## src/rtl/ibex_pkg.sv

```systemverilog
// Shared types for the writeback stage: instruction classes and held-entry layout.
// Latency: n/a (types and helpers only).
// Backpressure: n/a.
package ibex_pkg;

  // Class of an instruction leaving EX; decides how writeback completes it.
  typedef enum logic [1:0] {
    WB_INSTR_LOAD  = 2'b00,
    WB_INSTR_STORE = 2'b01,
    WB_INSTR_OTHER = 2'b10
  } wb_instr_type_e;

  // Everything the buffer remembers about the instruction it holds.
  typedef struct packed {
    wb_instr_type_e instr_type;
    logic [4:0]     waddr;
    logic [31:0]    wdata;
    logic           we;
  } wb_entry_t;

  // Loads and stores wait for the LSU; everything else completes on its own.
  function automatic logic waits_for_lsu(input wb_instr_type_e t);
    return (t == WB_INSTR_LOAD) || (t == WB_INSTR_STORE);
  endfunction

endpackage

```

## src/rtl/ibex_counter.sv

```systemverilog
// Free-running event counter: adds one per cycle with inc_i high, wraps at 2^CounterWidth.
// Latency: count visible one cycle after the increment request.
// Backpressure: none; every request is counted.
//
// Ports:
//   clk_i      clock, rising edge
//   rst_i      synchronous active-high reset, clears the count
//   inc_i      increment request
//   counter_o  current count
module ibex_counter #(
  parameter int unsigned CounterWidth = 32
) (
  input  logic                    clk_i,
  input  logic                    rst_i,
  input  logic                    inc_i,
  output logic [CounterWidth-1:0] counter_o
);

  localparam logic [CounterWidth-1:0] One = CounterWidth'(1);

  logic [CounterWidth-1:0] counter_q;

  // Plain modular add: no saturation, the count simply wraps.
  always_ff @(posedge clk_i) begin
    if (rst_i) begin
      counter_q <= '0;
    end else if (inc_i) begin
      counter_q <= counter_q + One;
    end
  end

  assign counter_o = counter_q;

endmodule

```

## src/rtl/ibex_wb_buffer.sv

```systemverilog
// Single-entry writeback buffer between EX and the register file, with retire counting.
// Latency: non-memory instructions complete 1 cycle after capture; loads/stores on LSU response.
// Backpressure: ready_wb_o low while the held entry is incomplete; same-cycle replace on completion.
//
// Ports:
//   clk_i, rst_i               clock and synchronous active-high reset
//   en_wb_i / ready_wb_o       EX -> WB handshake (transfer when both high)
//   instr_type_wb_i, rf_*_id_i offered instruction: class, dest reg, EX result, write enable
//   lsu_resp_valid_i/_err_i    LSU response strobe and bus-error flag, rf_wdata_lsu_i load data
//   rf_*_wb_o                  register-file write port
//   rf_wdata_fwd_wb_o          held EX result for operand forwarding
//   outstanding_load_wb_o      held instruction is a load still waiting
//   instr_done_wb_o            held instruction completes this cycle
//   lsu_err_wb_o               completing load/store reported a bus error
//   retire_cnt_o               completed-instruction count
module ibex_wb_buffer
  import ibex_pkg::*;
#(
  parameter int unsigned RetireCntWidth = 32,
  parameter bit          ResetAll       = 1'b0
) (
  input  logic                      clk_i,
  input  logic                      rst_i,

  input  logic                      en_wb_i,
  input  logic [1:0]                instr_type_wb_i,
  input  logic [4:0]                rf_waddr_id_i,
  input  logic [31:0]               rf_wdata_id_i,
  input  logic                      rf_we_id_i,

  input  logic                      lsu_resp_valid_i,
  input  logic                      lsu_resp_err_i,
  input  logic [31:0]               rf_wdata_lsu_i,

  output logic                      ready_wb_o,
  output logic [4:0]                rf_waddr_wb_o,
  output logic [31:0]               rf_wdata_wb_o,
  output logic                      rf_we_wb_o,
  output logic [31:0]               rf_wdata_fwd_wb_o,
  output logic                      outstanding_load_wb_o,
  output logic                      instr_done_wb_o,
  output logic                      lsu_err_wb_o,
  output logic [RetireCntWidth-1:0] retire_cnt_o
);

  wb_entry_t      entry_q;
  wb_entry_t      entry_d;
  logic           wb_valid_q;
  wb_instr_type_e held_type;
  logic           transfer;
  logic           done;
  logic           write_ok;

  assign held_type = entry_q.instr_type;

  assign entry_d.instr_type = wb_instr_type_e'(instr_type_wb_i);
  assign entry_d.waddr      = rf_waddr_id_i;
  assign entry_d.wdata      = rf_wdata_id_i;
  assign entry_d.we         = rf_we_id_i;

  // Completion. A response arriving while nothing memory-bound is held is
  // simply ignored. Reset suppresses completion so that an instruction
  // dropped by reset never writes, retires or flags an error.
  always_comb begin
    done = 1'b0;
    if (wb_valid_q && !rst_i) begin
      if (waits_for_lsu(held_type)) begin
        done = lsu_resp_valid_i;
      end else begin
        done = 1'b1;
      end
    end
  end

  // Ready depends only on held state and LSU inputs, never on en_wb_i,
  // so there is no combinational loop through the handshake.
  assign ready_wb_o = ~wb_valid_q | done;
  assign transfer   = en_wb_i & ready_wb_o;

  // Whether the completing instruction is allowed to write, by class.
  always_comb begin
    write_ok = 1'b0;
    unique case (held_type)
      WB_INSTR_OTHER: write_ok = entry_q.we;
      WB_INSTR_LOAD:  write_ok = entry_q.we & ~lsu_resp_err_i;
      default:        write_ok = 1'b0;
    endcase
  end

  // x0 is hardwired to zero, so writes to it are squashed here.
  assign rf_we_wb_o = done & write_ok & (entry_q.waddr != 5'd0);

  // Data outputs read zero when empty so stale (possibly unreset) entry
  // contents never appear on the port.
  assign rf_waddr_wb_o     = wb_valid_q ? entry_q.waddr : 5'd0;
  assign rf_wdata_fwd_wb_o = wb_valid_q ? entry_q.wdata : 32'd0;
  always_comb begin
    rf_wdata_wb_o = 32'd0;
    if (wb_valid_q) begin
      rf_wdata_wb_o = (held_type == WB_INSTR_LOAD) ? rf_wdata_lsu_i : entry_q.wdata;
    end
  end

  assign outstanding_load_wb_o = wb_valid_q & (held_type == WB_INSTR_LOAD);
  assign lsu_err_wb_o          = done & waits_for_lsu(held_type) & lsu_resp_err_i;
  assign instr_done_wb_o       = done;

  // Occupancy: a new transfer wins over completion, which lets a finishing
  // entry be replaced in the same cycle without a bubble.
  always_ff @(posedge clk_i) begin
    if (rst_i) begin
      wb_valid_q <= 1'b0;
    end else if (transfer) begin
      wb_valid_q <= 1'b1;
    end else if (done) begin
      wb_valid_q <= 1'b0;
    end
  end

  // Payload registers. Without ResetAll they only load on a transfer; their
  // post-reset contents are masked by wb_valid_q.
  always_ff @(posedge clk_i) begin
    if (ResetAll && rst_i) begin
      entry_q.instr_type <= WB_INSTR_OTHER;
      entry_q.waddr      <= 5'd0;
      entry_q.wdata      <= 32'd0;
      entry_q.we         <= 1'b0;
    end else if (transfer) begin
      entry_q <= entry_d;
    end
  end

  ibex_counter #(
    .CounterWidth (RetireCntWidth)
  ) u_retire_cnt (
    .clk_i     (clk_i),
    .rst_i     (rst_i),
    .inc_i     (done),
    .counter_o (retire_cnt_o)
  );

endmodule

```

## config.mk

```make
export PLATFORM = sky130hd
export DESIGN_NAME = ibex_wb_buffer
export DESIGN_NICKNAME = d
export VERILOG_FILES = /design/src/rtl/ibex_pkg.sv /design/src/rtl/ibex_counter.sv /design/src/rtl/ibex_wb_buffer.sv
export SDC_FILE = /design/constraint.sdc
export NUM_CORES = 1
export LEC_CHECK = 0
export CORE_ASPECT_RATIO = 2
export CORE_MARGIN = 2
export CORE_UTILIZATION = 36
export CTS_CLUSTER_DIAMETER = 60
export CTS_CLUSTER_SIZE = 8
export DETAILED_ROUTE_END_ITERATION = 10
export GPL_TIMING_DRIVEN = 0
export PLACE_DENSITY = 0.79
export SYNTH_ARGS = -nofsm -noshare
export SYNTH_HDL_FRONTEND = slang
export SYNTH_SLANG_ARGS = --single-unit
export TNS_END_PERCENT = 20
```

## constraint.sdc

```tcl
create_clock -name clk_i -period 2 [get_ports clk_i]
set_clock_uncertainty 0.05 [all_clocks]
set_input_delay 0.4 -clock clk_i [delete_from_list [all_inputs] [get_ports clk_i]]
set_output_delay 0.4 -clock clk_i [all_outputs]
set_load 0.005 [all_outputs]
```

# --- Word-level counts from Yosys, hierarchy flattened ---
# Index checks and enable logic that the tools add are counted.
# W data, S select, Z words.
op_classes:
  n_addsub: 1
  n_eq_ne: 2
  n_mux: 9
  bitwise_logic: 10
  n_reduce_logical: 6
ops:
  columns: ["operator", "count"]
  rows:
  - ["$mux W32", 3]
  - ["$add A32 B1 Y32 const B", 1]
  - ["$and A1 B1 Y1", 7]
  - ["$mux W5", 1]
  - ["$reduce_bool A5 Y1", 1]
  - ["$mux W1", 4]
  - ["$eq A2 B1 Y1 const B", 1]
  - ["$eq A2 B2 Y1 const B", 1]
  - ["$logic_not A2 Y1", 1]
  - ["$not A1 Y1", 2]
  - ["$pmux W1 S2", 1]
  - ["$reduce_bool A2 Y1", 1]
  - ["$logic_and A1 B1 Y1", 1]
  - ["$logic_not A1 Y1", 1]
  - ["$logic_or A1 B1 Y1", 1]
  - ["$or A1 B1 Y1", 1]
totals:
  ff_bits: 73
  inputBits: 77
  word_cells: 34

# --- Longest topological paths before layout ---
depth:
  word_depth: 7
  mapped_depth: 7
  ltp_nobuf: 5

# --- Modules after synthesis ---
# From an unflattened synthesis, not the netlist that was laid out.
unflattened:
  hier_cells: 387
  area_unflattened_um2: 3579.7
by_module_without_submodules:
  columns: ["mod", "n_inst", "cells_each", "area_each_um2", "seq_area_each_um2"]
  rows:
  - ["ibex_wb_buffer", 1, 206, 2015.7, 1221.2]
  - ["ibex_counter", 1, 181, 1564.0, 640.6]

# --- Worst setup path after synthesis ---
# OpenSTA, ideal clock, no wires.
synth_timing:
  path_type: "input -> register"
  from: "in rst_i"
  to: "reg entry_q[0] (netlist name) (enable)"
  setup_ps: 401
  arrival_time_ps: 1897
  t_required_ps: 1549
  slack_ps: -348
  path_stages: 3
  cell_sequence: "clkbuf_1 -> o21ai_0 -> and2_1"
synth_between:
  elab_chain_len: 5
synth_lines:
  columns: ["element", "line", "source"]
  rows:
  - ["start: declaration", "ibex_wb_buffer.sv:23", "input logic rst_i,"]
  - ["$logic_not A1 Y1", "ibex_wb_buffer.sv:66", "if (wb_valid_q && !rst_i) begin"]
  - ["$logic_and A1 B1 Y1", "ibex_wb_buffer.sv:66", null]
  - ["$mux W1", "ibex_wb_buffer.sv:66", null]
  - ["$or A1 B1 Y1", "ibex_wb_buffer.sv:77", "assign ready_wb_o = ~wb_valid_q | done;"]
  - ["named net ready_wb_o", "ibex_wb_buffer.sv:35", "output logic ready_wb_o,"]
  - ["$and A1 B1 Y1", "ibex_wb_buffer.sv:78", "assign transfer = en_wb_i & ready_wb_o;"]
  - ["named net transfer", "ibex_wb_buffer.sv:50", "logic transfer;"]
  - ["end signal: assignment", "ibex_wb_buffer.sv:129", "entry_q <= entry_d;"]
  - ["end: declaration", "ibex_wb_buffer.sv:46", "wb_entry_t entry_q;"]
# The timed path passes the listed nets, and every way through them passes these cells.
# A chain may end at the register's enable or synchronous reset.

# --- Worst setup path after layout ---
layout_timing:
  from: "reg entry_q, in the netlist held_type[1]"
  to: "out rf_wdata_wb_o[29]"
layout_between:
  elab_chain_len: 3
layout_lines:
  columns: ["element", "line", "source"]
  rows:
  - ["$logic_not A2 Y1", "ibex_wb_buffer.sv:100", "rf_wdata_wb_o = (held_type == WB_INSTR_LOAD) ? rf_wdata_lsu_i : entry_q.wdata;"]
  - ["$mux W32", "ibex_wb_buffer.sv:100", null]
  - ["$mux W32", "ibex_wb_buffer.sv:99", "if (wb_valid_q) begin"]
  - ["end: declaration", "ibex_wb_buffer.sv:37", "output logic [31:0] rf_wdata_wb_o,"]
# No other way between the ends.

==> impl_results.md <==
- Via density per instance: 5.515
- Quantity of I/O buffers inserted on ports: 182
- Vias in the first global route: 3,495
- Clock-pin slew reported for the worst setup and hold paths after clock tree synthesis: 0.06 ns
- Run status: finished, violations left
- Area of the core: 0.009321 mm2
- Area Overhead vs Synth: 79.64%
- Maximum root-to-sink buffer count: 2
- Critical path required time: 1.55 ns
- Placement row count: 50
- Biggest fanout along the worst timing path: 6
- First-iteration detailed-routing DRC count: 237
- Max-capacitance violation count: 0
- Cell types occupying the most area after synthesis: sky130_fd_sc_hd__edfxtp_1, sky130_fd_sc_hd__dfxtp_1, sky130_fd_sc_hd__o22a_1
- GP Congestion: 0.8324
- Setup repair after global routing missed its margin: true
- XOR/XNOR share of the synthesized area: 0.01794
- CTS tree: yes
- Number of max-slew violations in the final report: 0
- Syn Nets: 395
- Final number of hold-violating endpoints: 0
- Count of unresolved DRC violations after routing: 0
- Minimum period implied by the final worst setup slack: 2.182 ns
- Cell type contributing the most total cell area after synthesis: sky130_fd_sc_hd__edfxtp_1
- Cell depth of the worst flop-to-flop path: 6
- Worst-case hold path end point: u_retire_cnt.counter_o[10]$_SDFFE_PP0P_
- Vert. Die Dim: 141.8 um
- Total global routing track utilization: 0.2335
- Number of placed instances, taps included: 603
- Antenna Nets Post-Route: 0
- Post-layout total power: 0.004105 W
- TritonCTS Buffers: 9
- TritonRoute pass-1 iters: 5
- Synth Warn #: 0
- Launch point of the worst hold path: u_retire_cnt.counter_o[10]$_SDFFE_PP0P_
- Number of cells in the finished layout apart from fillers: 650
- WS Path Type: flip-flop to output port
- Violations in the final reports: negative setup slack
- Routed wire per std cell: 19.76 um
- Setup_tns: -4.542 ns
- Number of distinct library cell variants in the gate-level netlist after synthesis: 36
- Area fraction in compound gates after synthesis: 0.1703
- Sequential-to-total area share from yosys stat: 0.5449
- Syn Std Cell Area: 0.003417 mm2
- Final routed wirelength across all metal layers: 12,850 um
- Synthesized-area fraction occupied by adder cells: 0.003662
- Count of pins on the block boundary: 183
- Combinational family with the most area after synthesis: simple AND/OR/NAND/NOR gates
- Period utilisation layout: 1.091
- Source-to-sink clock delay at the later pin of the worst-skew pair: 0.33 ns
- First-pass GRT wire length: 18,310 um
- Depth of the CTS H-tree: 3
- Number of clock sinks: 73
- Clk root buf: sky130_fd_sc_hd__clkbuf_16
- Die Footprint: 0.01033 mm2
- Post-synthesis register bit count: 73
- Simple logic cell fraction of the synthesized area: 0.2241
- Post-route standard cell area excluding fillers: 0.006138 mm2
- Final-stage net count: 619
- Number of cells produced by synthesis: 317
- LEAKAGE: 2.510 nW
- Final setup slack of the worst path: -0.1822 ns
- Measured slew at the worst slew-check pin: 0.5675 ns
- Die outline width: 72.89 um
- Share of post-route cells with drive strength above 1: 0.2582
- Power per cell area: 668.7 mW/mm2
- Final standard cell utilization of the core: 0.6585
- Multiplexer share of the synthesized area: 0.005859
- Placed inst area: 0.005370 mm2
- Worst slew margin relative to its limit: 0.6217
- Vias after detailed routing: 3,585
- Yosys top cell area share: 0.3515
- Initial cell density of the core: 0.3666
- Terminus of the critical flop-to-flop path: u_retire_cnt.counter_o[27]$_SDFFE_PP0P_
- Register-to-register setup slack: -0.06 ns
- Critical path startpoint category: flip-flop
- Element type at the critical path end: output port
- CP arrival: 1.73 ns
- Number of antenna violations at the first check in global routing: 0
- Top achievable clock speed: 0.4583 GHz
- Cell count of the worst hold path: 1
- Remaining global-route overflow: 0
- Pin count of the biggest net entering global routing: 41
- Setup violations, final: 38
- Max IR drop VDD: 544.5 uV
- Post-DP HPWL: 9000 um
- Min-Delay Path Class: flip-flop to flip-flop
- Mapped Avg Cell Area: 10.78 um2
- Antenna diode count: 0
- FF-to-FF Start: held_type[1]$_DFFE_PP_
routing by layer:
| layer | global-route usage | share of wire | vias up |
|---|---|---|---|
| met5 | 0 | 0 | - |
| met4 | 0.08674 | 0.033 | 0 |
| met3 | 0.09162 | 0.11 | 33 |
| met2 | 0.4483 | 0.54 | 187 |
| met1 | 0.2086 | 0.32 | 1694 |
| li1 | - | - | 1671 |
how the worst max path moves through the flow:
| stage | depth (start not counted) | startpoint | to |
|---|---|---|---|
| 2_1_floorplan | 6 | u_retire_cnt.counter_o[0]$_SDFFE_PP0P_ | u_retire_cnt.counter_o[20]$_SDFFE_PP0P_ |
| 5_1_grt | 8 | held_type[1]$_DFFE_PP_ | rf_wdata_wb_o[24] |
| 3_5_place_dp | 5 | rst_i | lsu_err_wb_o |
| 6_report | 5 | held_type[1]$_DFFE_PP_ | rf_wdata_wb_o[29] |
| 4_1_cts | 5 | held_type[0]$_DFFE_PP_ | rf_wdata_wb_o[18] |
| 3_3_place_gp | 5 | rst_i | lsu_err_wb_o |
timing repair:
action | 4_1_cts | 5_1_grt
setup endpoints to repair | 134 | 67
gates cloned | 4 | 1
gates resized for setup | 237 | 48
pin swaps | 29 | 18
buffers inserted | 22 | 7
hold buffers | 0 | 0
critical path, cell delays in order, from the launching register on:
cell and delay [ns]:
sky130_fd_sc_hd__edfxtp_1 0.45, sky130_fd_sc_hd__or2_4 0.32, sky130_fd_sc_hd__buf_4 0.14, sky130_fd_sc_hd__clkbuf_8 0.14, sky130_fd_sc_hd__o22a_1 0.21, sky130_fd_sc_hd__buf_2 0.14
final cells by class:
| class | count | area (um2) |
|---|---|---|
| tap | 104 | 130.1 |
| fill | 687 | 3183 |
| clock buffer | 9 | 225.2 |
| timing repair buffer | 214 | 1963 |
| multi-input combinational | 219 | 1565 |
| clock inverter | 7 | 118.9 |
| buffer | 19 | 224.0 |
| inverter | 5 | 21.27 |
| sequential | 73 | 1891 |
cell usage in the layout, fill, tap and decap left out, drive strengths merged, types with 2 or more instances in the layout:
| master | Yosys | final |
|---|---|---|
| a21oi | 24 | 24 |
| and2 | 39 | 39 |
| and3 | 4 | 4 |
| and4 | 4 | 4 |
| buf | 2 | 65 |
| bufinv | 0 | 3 |
| clkbuf | 19 | 30 |
| clkdlybuf4s50 | 0 | 110 |
| clkinvlp | 0 | 3 |
| dfxtp | 33 | 33 |
| dlygate4sd2 | 0 | 28 |
| dlymetal6s2s | 0 | 8 |
| edfxtp | 40 | 40 |
| inv | 5 | 5 |
| mux2i | 2 | 2 |
| nand2 | 12 | 12 |
| nand2b | 4 | 4 |
| nand3 | 9 | 9 |
| nand4 | 9 | 9 |
| nand4b | 3 | 3 |
| nor2 | 11 | 11 |
| nor3 | 4 | 4 |
| nor4 | 2 | 2 |
| o21ai | 8 | 8 |
| o22a | 32 | 32 |
| o31ai | 15 | 15 |
| or3 | 4 | 4 |
| or4 | 18 | 19 |
| xnor2 | 4 | 4 |
| xor2 | 3 | 3 |
flip-flops by register name, indices dropped and copies added, names as in the netlist:
signal                  cells
entry_q                    38
held_type                   2
wb_valid_q                  1
u_retire_cnt.counter_o     32
kinds of logic after synthesis:
family,after synthesis
AOI/OAI and AO/OA,82
and+or+nand+nor,126
buffers and inverters,26
DFF,73
xor gates and xnor gates,7
adders and majority gates,1
muxes,2
stage by stage:
stage | hold slack, ns | setup slack, ns
floorplan | 0.4182 | 0.05231
global placement | 0.4244 | -0.7822
detailed placement | 0.4320 | -0.7645
CTS | 0.4485 | -0.1875
global route | 0.4646 | -0.2360
finish | 0.4481 | -0.1822
synthesized netlist by cell type, drive strengths merged:
master	n
a21oi	24
a31o	1
and2	39
and3	4
and4	4
buf	2
clkbuf	19
dfxtp	33
edfxtp	40
ha	1
inv	5
mux2i	2
nand2	12
nand2b	4
nand3	9
nand3b	1
nand4	9
nand4b	3
nor2	11
nor2b	1
nor3	4
nor4	2
o21a	1
o21ai	8
o22a	32
o31ai	15
o41ai	1
or2	1
or3	4
or4	18
xnor2	4
xor2	3
report_power, final:
part           switching [W]  internal (W)
combinational       0.000227      0.000362
sequential         0.0000243       0.00164
clock               0.000631       0.00122
Power figures use the tool's default switching activity.
